==> config.mk <==
export PLATFORM = sky130hd
export DESIGN_NAME = gate_truth_table_sweeper
export DESIGN_NICKNAME = d
export VERILOG_FILES = /design/src/rtl/gate_sweep_pkg.sv /design/src/rtl/gate_sweep_timer.sv /design/src/rtl/gate_truth_table_sweeper.sv
export SDC_FILE = /design/constraint.sdc
export NUM_CORES = 1
export LEC_CHECK = 0
export CORE_ASPECT_RATIO = 1.25
export CORE_MARGIN = 3
export CORE_UTILIZATION = 50
export CTS_CLUSTER_DIAMETER = 40
export DETAILED_ROUTE_END_ITERATION = 12
export GPL_TIMING_DRIVEN = 0
export PLACE_DENSITY = 0.88
export SLEW_MARGIN = 10
export SYNTH_ARGS = -nofsm -noshare
export SYNTH_HDL_FRONTEND = slang
export SYNTH_HIERARCHICAL = 1
export SYNTH_SLANG_ARGS = --single-unit
==> constraint.sdc <==
create_clock -name clk -period 2.6 [get_ports clk]
set_input_delay 0.26 -clock clk [delete_from_list [all_inputs] [get_ports clk]]
set_output_delay 0.26 -clock clk [all_outputs]
set_load 0.1 [all_outputs]
==> src/rtl/gate_sweep_pkg.sv <==
`timescale 1ns/1ps
`default_nettype none
// ============================================================================
// Module   : gate_sweep_pkg
// Purpose  : Shared types and constants for the gate truth-table sweeper.
//            Provides the sweep state encoding, the golden truth table and
//            bit positions of each gate output inside a 5-bit capture.
// Ports    : none (package)
// Revision : 1.0 - initial release
// ============================================================================
package gate_sweep_pkg;

  typedef enum logic [1:0] {
    S_IDLE  = 2'd0,
    S_DRIVE = 2'd1,
    S_DONE  = 2'd2
  } sweep_state_t;

  localparam int N_COMB = 4;
  localparam int N_GATE = 5;

  // Packed {na_x, NOR, OR, NAND, AND} per combination; idx 0 in the LSBs.
  localparam logic [19:0] GOLDEN_TABLE = 20'h29ADA;

  localparam int BIT_AND  = 0;
  localparam int BIT_NAND = 1;
  localparam int BIT_OR   = 2;
  localparam int BIT_NOR  = 3;
  localparam int BIT_NA_X = 4;

  function automatic logic [4:0] golden(input logic [1:0] idx);
    logic [19:0] tbl;
    tbl = GOLDEN_TABLE;
    return tbl[int'(idx)*5 +: 5];
  endfunction

endpackage
`default_nettype wire

==> src/rtl/gate_sweep_timer.sv <==
`timescale 1ns/1ps
`default_nettype none
// ============================================================================
// Module   : gate_sweep_timer
// Purpose  : Settle down-counter. Reloads to SETTLE-1 on clear or on terminal
//            count; o_tc strobes on the enabled cycle where the count is 0,
//            i.e. once every SETTLE enabled cycles.
// Ports    : clk, reset_n - clock and async active-low reset
//            i_clear      - reload counter (priority over i_en)
//            i_en         - count down this cycle
//            o_tc         - terminal-count strobe (combinational)
// Revision : 1.0 - initial release
// ============================================================================
module gate_sweep_timer #(
  parameter int SETTLE = 2
) (
  input  logic clk,
  input  logic reset_n,
  input  logic i_clear,
  input  logic i_en,
  output logic o_tc
);

  localparam logic [3:0] c_LOAD = 4'(SETTLE - 1);

  logic [3:0] r_cnt;

  assign o_tc = i_en && !i_clear && (r_cnt == 4'd0);

  always_ff @(posedge clk or negedge reset_n) begin
    if (!reset_n) begin
      r_cnt <= c_LOAD;
    end else if (i_clear) begin
      r_cnt <= c_LOAD;
    end else if (i_en) begin
      if (r_cnt == 4'd0) r_cnt <= c_LOAD;
      else               r_cnt <= r_cnt - 4'd1;
    end
  end

endmodule
`default_nettype wire

==> src/rtl/gate_truth_table_sweeper.sv <==
`timescale 1ns/1ps
`default_nettype none
// ============================================================================
// Module   : gate_truth_table_sweeper
// Purpose  : Self-test sequencer for the mux gate block. Walks x/y through
//            the four input combinations, holds each for SETTLE cycles,
//            captures the 5 gate outputs, builds a 20-bit table and compares
//            it with the golden table.
// Ports    : clk, reset_n  - clock, async active-low reset
//            start, abort  - begin sweep (IDLE only) / cancel sweep (DRIVE)
//            x, y          - registered drive to the gate block
//            gate_out      - {na_x, NOR, OR, NAND, AND} from the gate block
//            busy, done    - sweep in progress / one-cycle completion pulse
//            table_out     - captured table, idx at [5*idx +: 5]
//            mismatch      - per-combination compare failure
//            pass          - last completed sweep matched golden
// Revision : 1.0 - initial release
// ============================================================================
module gate_truth_table_sweeper
  import gate_sweep_pkg::*;
#(
  parameter int SETTLE = 2,
  parameter int N_OUT  = 5
) (
  input  logic                      clk,
  input  logic                      reset_n,
  input  logic                      start,
  input  logic                      abort,
  output logic                      x,
  output logic                      y,
  input  logic [N_OUT-1:0]          gate_out,
  output logic                      busy,
  output logic                      done,
  output logic [N_COMB*N_OUT-1:0]   table_out,
  output logic [N_COMB-1:0]         mismatch,
  output logic                      pass
);

  sweep_state_t              r_state;
  sweep_state_t              w_state_next;
  logic [1:0]                r_idx;
  logic [1:0]                w_idx_inc;
  logic                      r_x;
  logic                      r_y;
  logic [N_COMB*N_OUT-1:0]   r_table;
  logic [N_COMB-1:0]         r_mismatch;
  logic [N_COMB-1:0]         w_mismatch_next;
  logic                      r_pass;
  logic                      w_tc;
  logic                      w_timer_clear;
  logic                      w_timer_en;
  logic                      w_capture;
  logic                      w_accept_start;
  logic                      w_do_abort;
  logic                      w_last_comb;

  assign w_accept_start = (r_state == S_IDLE)  && start && !abort;
  assign w_do_abort     = (r_state == S_DRIVE) && abort;
  assign w_timer_en     = (r_state == S_DRIVE) && !abort;
  // Hold the counter at its load value whenever no sweep is running so the
  // first combination always gets a full SETTLE window.
  assign w_timer_clear  = (r_state != S_DRIVE) || abort;
  assign w_capture      = w_timer_en && w_tc;
  assign w_idx_inc      = r_idx + 2'd1;
  assign w_last_comb    = (r_idx == 2'd3);

  gate_sweep_timer #(
    .SETTLE (SETTLE)
  ) u_timer (
    .clk     (clk),
    .reset_n (reset_n),
    .i_clear (w_timer_clear),
    .i_en    (w_timer_en),
    .o_tc    (w_tc)
  );

  // Mismatch vector including the current capture, so pass can be decided
  // on the same edge that enters DONE.
  always_comb begin
    w_mismatch_next        = r_mismatch;
    w_mismatch_next[r_idx] = (gate_out != golden(r_idx));
  end

  always_ff @(posedge clk or negedge reset_n) begin
    if (!reset_n) r_state <= S_IDLE;
    else          r_state <= w_state_next;
  end

  always_comb begin
    w_state_next = r_state;
    case (r_state)
      S_IDLE:  if (w_accept_start) w_state_next = S_DRIVE;
      S_DRIVE: begin
        if (abort)                         w_state_next = S_IDLE;
        else if (w_capture && w_last_comb) w_state_next = S_DONE;
      end
      S_DONE:  w_state_next = S_IDLE;
      default: w_state_next = S_IDLE;
    endcase
  end

  always_ff @(posedge clk or negedge reset_n) begin
    if (!reset_n) begin
      r_idx      <= 2'd0;
      r_x        <= 1'b0;
      r_y        <= 1'b0;
      r_table    <= '0;
      r_mismatch <= '0;
      r_pass     <= 1'b0;
    end else if (w_accept_start) begin
      r_idx      <= 2'd0;
      r_x        <= 1'b0;
      r_y        <= 1'b0;
      r_table    <= '0;
      r_mismatch <= '0;
      r_pass     <= 1'b0;
    end else if (w_do_abort) begin
      // Partial table and mismatch are kept for debug.
      r_idx  <= 2'd0;
      r_x    <= 1'b0;
      r_y    <= 1'b0;
      r_pass <= 1'b0;
    end else if (w_capture) begin
      r_table[int'(r_idx)*N_OUT +: N_OUT] <= gate_out;
      r_mismatch                          <= w_mismatch_next;
      if (w_last_comb) begin
        r_idx  <= 2'd0;
        r_x    <= 1'b0;
        r_y    <= 1'b0;
        r_pass <= (w_mismatch_next == '0);
      end else begin
        r_idx <= w_idx_inc;
        r_x   <= w_idx_inc[1];
        r_y   <= w_idx_inc[0];
      end
    end
  end

  assign x         = r_x;
  assign y         = r_y;
  assign busy      = (r_state == S_DRIVE);
  assign done      = (r_state == S_DONE);
  assign table_out = r_table;
  assign mismatch  = r_mismatch;
  assign pass      = r_pass;

endmodule
`default_nettype wire

After elaboration in Yosys (flattened, before gate mapping)
Index checks and enable logic that the tools add are counted.
- bits of input ports: 9
- flip-flop bits (word level): 35
- output and inout bits: 29
- logic and storage cells: 80
- shifts and indexed selects: 3
- equal/unequal tests: 8
- $lt $le $gt $ge: 2
- reduce and logical (&&, ||, !) cells: 22
- add/sub/neg operators: 3
- $mul: 1
- mux-type cells: 33
- operators by type and width (cell ; count):
    $mux 20 ; 3
    $neg 5->33 ; 1
    $shift 5x33->20 const A ; 1
    $shiftx 5x33->20 ; 1
    $shiftx 20x32->5 const A ; 1
    $mux 4 ; 6
    $bwmux 20 ; 1
    $mux 2 ; 7
    $mux 1 ; 13
    $logic_and 1x1->1 ; 9
    $logic_not 4->1 ; 2
    $reduce_and 2->1 ; 3
    $reduce_bool 3->1 ; 2
    $mul 2x3->5 const B ; 1
    $ne 5x5->1 ; 1
    $bwmux 4 ; 1
    $eq 2x2->1 const B ; 2
    $ne 2x2->1 const B ; 2
    $pmux 2 s2 ; 1
    $reduce_bool 2->1 ; 2
    $sub 4x1->4 const B ; 1
    $lt 2x3->1 const B ; 1
    $ne 3x2->1 const B ; 1
    $add 2x1->2 const B ; 1
    other kinds (7) ; 8

Logic depth before layout (Yosys ltp)
- word-level depth: 10
- mapped depth: 9
- depth with buffers taken out: 7

Cells and area by module
The synthesis kept the hierarchy.
- modules (own cells, without submodules) (module ; seq. area each (sq um) ; area an instance (sq um) ; instances ; cells an instance):
    gate_truth_table_sweeper ; 725.7 ; 1579.0 ; 1 ; 145
    gate_sweep_timer ; 101.3 ; 206.4 ; 1 ; 18

Worst setup path before layout
Ideal clock, no wire load.
- kind: reg2reg
- from: register r_idx[0]
- to: register r_mismatch[3] (netlist: mismatch[3])
- path slack: -184 ps
- path buffers: 0
- setup time: 123 ps
- arrival time: 2661 ps
- cell stages (with the launch flop): 8
- clock period less this slack: 2784 ps
- cells stage by stage: dfrtp_1 inv_1 ha_1 inv_1 ha_1 nor4bb_1 nand2b_1 a22o_1
- word-level cells in the longest chain between the ends: 8
- ends and longest elaborated chain (what ; RTL line ; RTL):
    start, declared ; gate_truth_table_sweeper.sv:41 ; logic [1:0] r_idx;
    start signal, assigned ; gate_truth_table_sweeper.sv:132 ; r_idx <= w_idx_inc;
    branches (longest 4 deep; another with $mul 2x3->5) ; - ;
    $bwmux 4 (*) ; gate_truth_table_sweeper.sv:81 ; w_mismatch_next[r_idx] = (gate_out != golden(r_idx));
    $mux 4 (*) ; gate_truth_table_sweeper.sv:123 ; end else if (w_capture) begin
    $mux 4 (*) ; gate_truth_table_sweeper.sv:117 ; end else if (w_do_abort) begin
    $mux 4 (*) ; gate_truth_table_sweeper.sv:110 ; end else if (w_accept_start) begin
    end signal, assigned ; gate_truth_table_sweeper.sv:125 ; r_mismatch <= w_mismatch_next;
    end, declared ; gate_truth_table_sweeper.sv:46 ; logic [N_COMB-1:0] r_mismatch;
Every way passes the cells marked *. The select of a mux whose other input is x is not followed.
A chain may end at the register's enable or synchronous reset.

Final worst setup path
- from: register r_state[1]
- to: register r_table[18] (netlist: table_out[18])
- RTL lines (what ; RTL line ; RTL):
    start, declared ; gate_truth_table_sweeper.sv:39 ; sweep_state_t r_state;
    start signal, assigned ; gate_truth_table_sweeper.sv:86 ; else r_state <= w_state_next;
    $eq 2x1->1 ; gate_truth_table_sweeper.sv:59 ; assign w_timer_en = (r_state == S_DRIVE) && !abort;
    $logic_and 1x1->1 ; gate_truth_table_sweeper.sv:59 ;
    via w_timer_en ; gate_truth_table_sweeper.sv:51 ; logic w_timer_en;
    $logic_and 1x1->1 (2 in series) ; gate_sweep_timer.sv:28 ; assign o_tc = i_en && !i_clear && (r_cnt == 4'd0);
    via w_tc ; gate_truth_table_sweeper.sv:49 ; logic w_tc;
    $logic_and 1x1->1 ; gate_truth_table_sweeper.sv:63 ; assign w_capture = w_timer_en && w_tc;
    $reduce_bool 2->1 (no line) ; - ;
    $reduce_and 2->1 (no line) ; - ;
    end signal, assigned by index ; gate_truth_table_sweeper.sv:124 ; r_table[int'(r_idx)*N_OUT +: N_OUT] <= gate_out;
    end, declared ; gate_truth_table_sweeper.sv:45 ; logic [N_COMB*N_OUT-1:0] r_table;
The timed path passes the listed nets, and every way through them passes these cells.

==> impl_metrics.tcl <==
set metrics [dict create \
    top_layer "met4" \
    cts_tree "done" \
    cp.arrival_ns 2.58 \
    drive_gt1_share_pct 14.4 \
    fin_skew_ns 0.00482 \
    synth_cell_types 42 \
    reg2reg_depth 9 \
    reg2reg_to "table_out[18]$_DFFE_PN0P_" \
    crit_type "reg -> reg" \
    clkLatencyLatePin_ns 0.29 \
    yosysWarningCount 6 \
    dr.pass1.iters 5 \
    syn_inst 163 \
    grt_max_degree 34 \
    clk_pin_slew_ns 0.07 \
    share_comb_of_total_power_pct 8.9 \
    fin_crit_ns 2.46 \
    met2_length_mm 2.39 \
    switching_share_pct 23.6 \
    fill_cells 232 \
    setup_slack_ns 0.143 \
    dr_total_vias 1475 \
    r2r-start "r_state[1]$_DFFE_PN0P_" \
    slew_headroom_pct 33.6 \
    final-max-slew-violation-count 0 \
    max_freq_mhz 407 \
    power_density_nw_per_um2 440 \
    port_buffers 37 \
    placed_area_um2 2200 \
    antenna_found_initial 0 \
    synthesis.area_um2 1790 \
    p_clk_share_pct 40.9 \
    antenna_cells 0 \
    avgViaCountPerCell 6.00 \
    synth.top_cell.area_share_pct 44.8 \
    yosys.area.top_type "dfrtp_1" \
    intPower_uw 787 \
    syn_nets 183 \
    critPathLaunch "r_state[1]$_DFFE_PN0P_" \
    tightest_slew_ns 0.993 \
    cts.htree.levels 2 \
    grt_pass1_vias 1523 \
    hold_viol_final 0 \
    crit_slowest_cell "dfrtp_2" \
    worstPathCellList "nor2_2, and2_1, or3b_4, nor4_4, nand4bb_1, clkbuf_2, buf_2, o21ai_0, a21oi_1" \
    ys_seq_area_share_pct 46.3 \
    utilization_pct 70.7 \
    fin_setup_tns_ns 0 \
    pre_cts_ws_ns -0.585 \
    maxCapViolCount 0 \
    p_seq_share_pct 50.2 \
    drt-total-wl_mm 4.50 \
    min_path_type "in -> async" \
    cts.path.max_buffers 2 \
    grt_remaining_overflow 0 \
    core_um2 3310 \
    nNetsFinal 228 \
    finalCritPeriodShare_pct 94.5 \
    drc 0 \
    dr_wl_met3_um 220 \
    startpoint_type "register" \
    layout_commonest_cell "clkdlybuf4s50_1" \
    die-width_um 59.5 \
    cts-buffers-inserted 5 \
    setup_violations 0 \
    clkSinkCount 33 \
    p_sw_uw 243 \
    slowest_delay_ns 0.46 \
    grt_usage_pct 23.1 \
    r2r_setup_slack_ns 0.14 \
    hpwl_mm 3.24 \
    syn_avg_cell_area_um2 11.0 \
    synthTopCellsByArea "dfrtp_1 (45%), ha_1 (7.7%), a22o_1 (4.9%), mux2i_1 (3.9%), nand2_1 (2.9%)" \
    met1_length_mm 1.79 \
    status "finished, final reports clean" \
    drt_iter0_markers 70 \
    worstSetupEndpointType "register" \
    root_buffer "clkbuf_8" \
    postRouteAntennaNets 0 \
    fin_area_um2 2340 \
    rsz0062_at_grt "no" \
    rows 23 \
    fp.dieH_um 72.8 \
    vdd_drop_max_uv 491 \
    crit_fanout 10 \
    wl_per_cell_um 18.3 \
    worstPathRequired_ns 2.73 \
    grt_pass1_wl_mm 7.38 \
    leakage_uw 0.00106 \
    place_congestion 0.894 \
    syn_to_final_growth_pct 31.0 \
    initial_utilization_pct 54.0 \
    dieArea_um2 4330 \
    pin_count 38 \
    layout_common_cells "clkdlybuf4s50_1 (35), dfrtp_1 (29), nand2_1 (14), ha_1 (11)" \
    ys_ff_latch 33 \
]
-- cells in the mapped netlist, drive strengths merged --
library cell and count:
nand3 1, nand2b 3, nand2 14, a21oi 9, or4b 2, nor2 3
a221o 1, and2 3, dfstp 1, mux2i 7, buf 4, clkbuf 1
dfrtp 32, nor4b 1, and3 2, o211a 1, and4bb 1, nand3b 2
a32o 1, o21ai 11, or3 1, o22ai 2, nand4 7, or3b 3
xnor2 2, nor4bb 1, o211ai 1, inv 8, nor2b 8, nand4b 1
nor4 1, ha 11, nand4bb 1, a22o 10, and2b 1, a2111oi 1
and4 2, o2bb2ai 2
-- routing by layer --
metal	vias up	GRT usage (%)
li1	683	-
met1	737	26.9
met2	45	39.4
met3	10	7.08
met4	0	8.56
met5	-	0
-- worst max-delay path, delay by kind of cell (launching register included) --
kind | cells | cell delay, ns
compound gates | 2 | 0.31
buf+inv | 2 | 0.37
flops | 1 | 0.46
simple gates | 5 | 1.16
-- kinds of logic (layout without fill, tap and decap cells) --
group	Yosys count	after routing	share of synthesized area [%]
AO/OA/AOI/OAI	39	39	16.2
XOR/XNOR	2	2	0.981
adder cells (fa/ha/maj)	11	11	7.71
buffers and inverters	13	59	3.22
flip-flops	33	33	46.3
multiplexers	7	7	3.92
AND/OR/NAND/NOR	58	58	21.7
-- power by group through the flow --
stage	logic (uW)	registers, uW	clock network [uW]
floorplan	50.8	527	0
global route	98.7	517	457
detailed placement	90.0	527	0
global placement	86.8	527	0
CTS	91.2	517	433
finish	91.9	517	421
-- how the worst max path moves through the flow --
stage                                      to  slack (ns)  cells after the start
floorplan             mismatch[3]$_DFFE_PN0P_        0.19                      7
global placement    table_out[17]$_DFFE_PN0P_       -0.44                     10
detailed placement   table_out[3]$_DFFE_PN0P_       -0.58                     10
CTS                 table_out[18]$_DFFE_PN0P_       0.005                     10
global route        table_out[18]$_DFFE_PN0P_        0.02                      9
finish              table_out[18]$_DFFE_PN0P_        0.14                      9
-- state kept, by name (all words and copies together), names as in the netlist --
signal	cells
table_out	20
mismatch	4
u_timer/r_cnt	4
r_idx	2
r_state	2
pass	1
-- through the flow --
stage	hold WS [ns]	cells	total power, uW
6_report	0.0236	246	1030
2_1_floorplan	-0.0356	163	578
4_1_cts	0.0472	246	1040
3_5_place_dp	0.367	237	617
3_3_place_gp	0.486	237	613
5_1_grt	0.0792	246	1070
-- cell type report --
| cell class | count | area, um2 | share of cell area, % |
|---|---|---|---|
| clock inverters | 1 | 5.00 | 0.214 |
| clock buffers | 7 | 96.3 | 4.12 |
| plain buffers | 5 | 27.5 | 1.18 |
| well taps | 37 | 46.3 | 1.98 |
| inverters | 8 | 30.0 | 1.28 |
| multi-input cells | 117 | 927 | 39.6 |
| flip-flops and latches | 33 | 831 | 35.5 |
| repair buffers | 38 | 375 | 16.1 |
-- timing repair --
item | CTS | global route
hold buffers | 0 | 0
buffers inserted | 1 | 0
resized for setup | 4 | 3
endpoints found under the setup margin | 27 | 22
hold endpoints to repair | 0 | 0
pin swaps | 1 | 1
(Power assumes the default switching activity.)
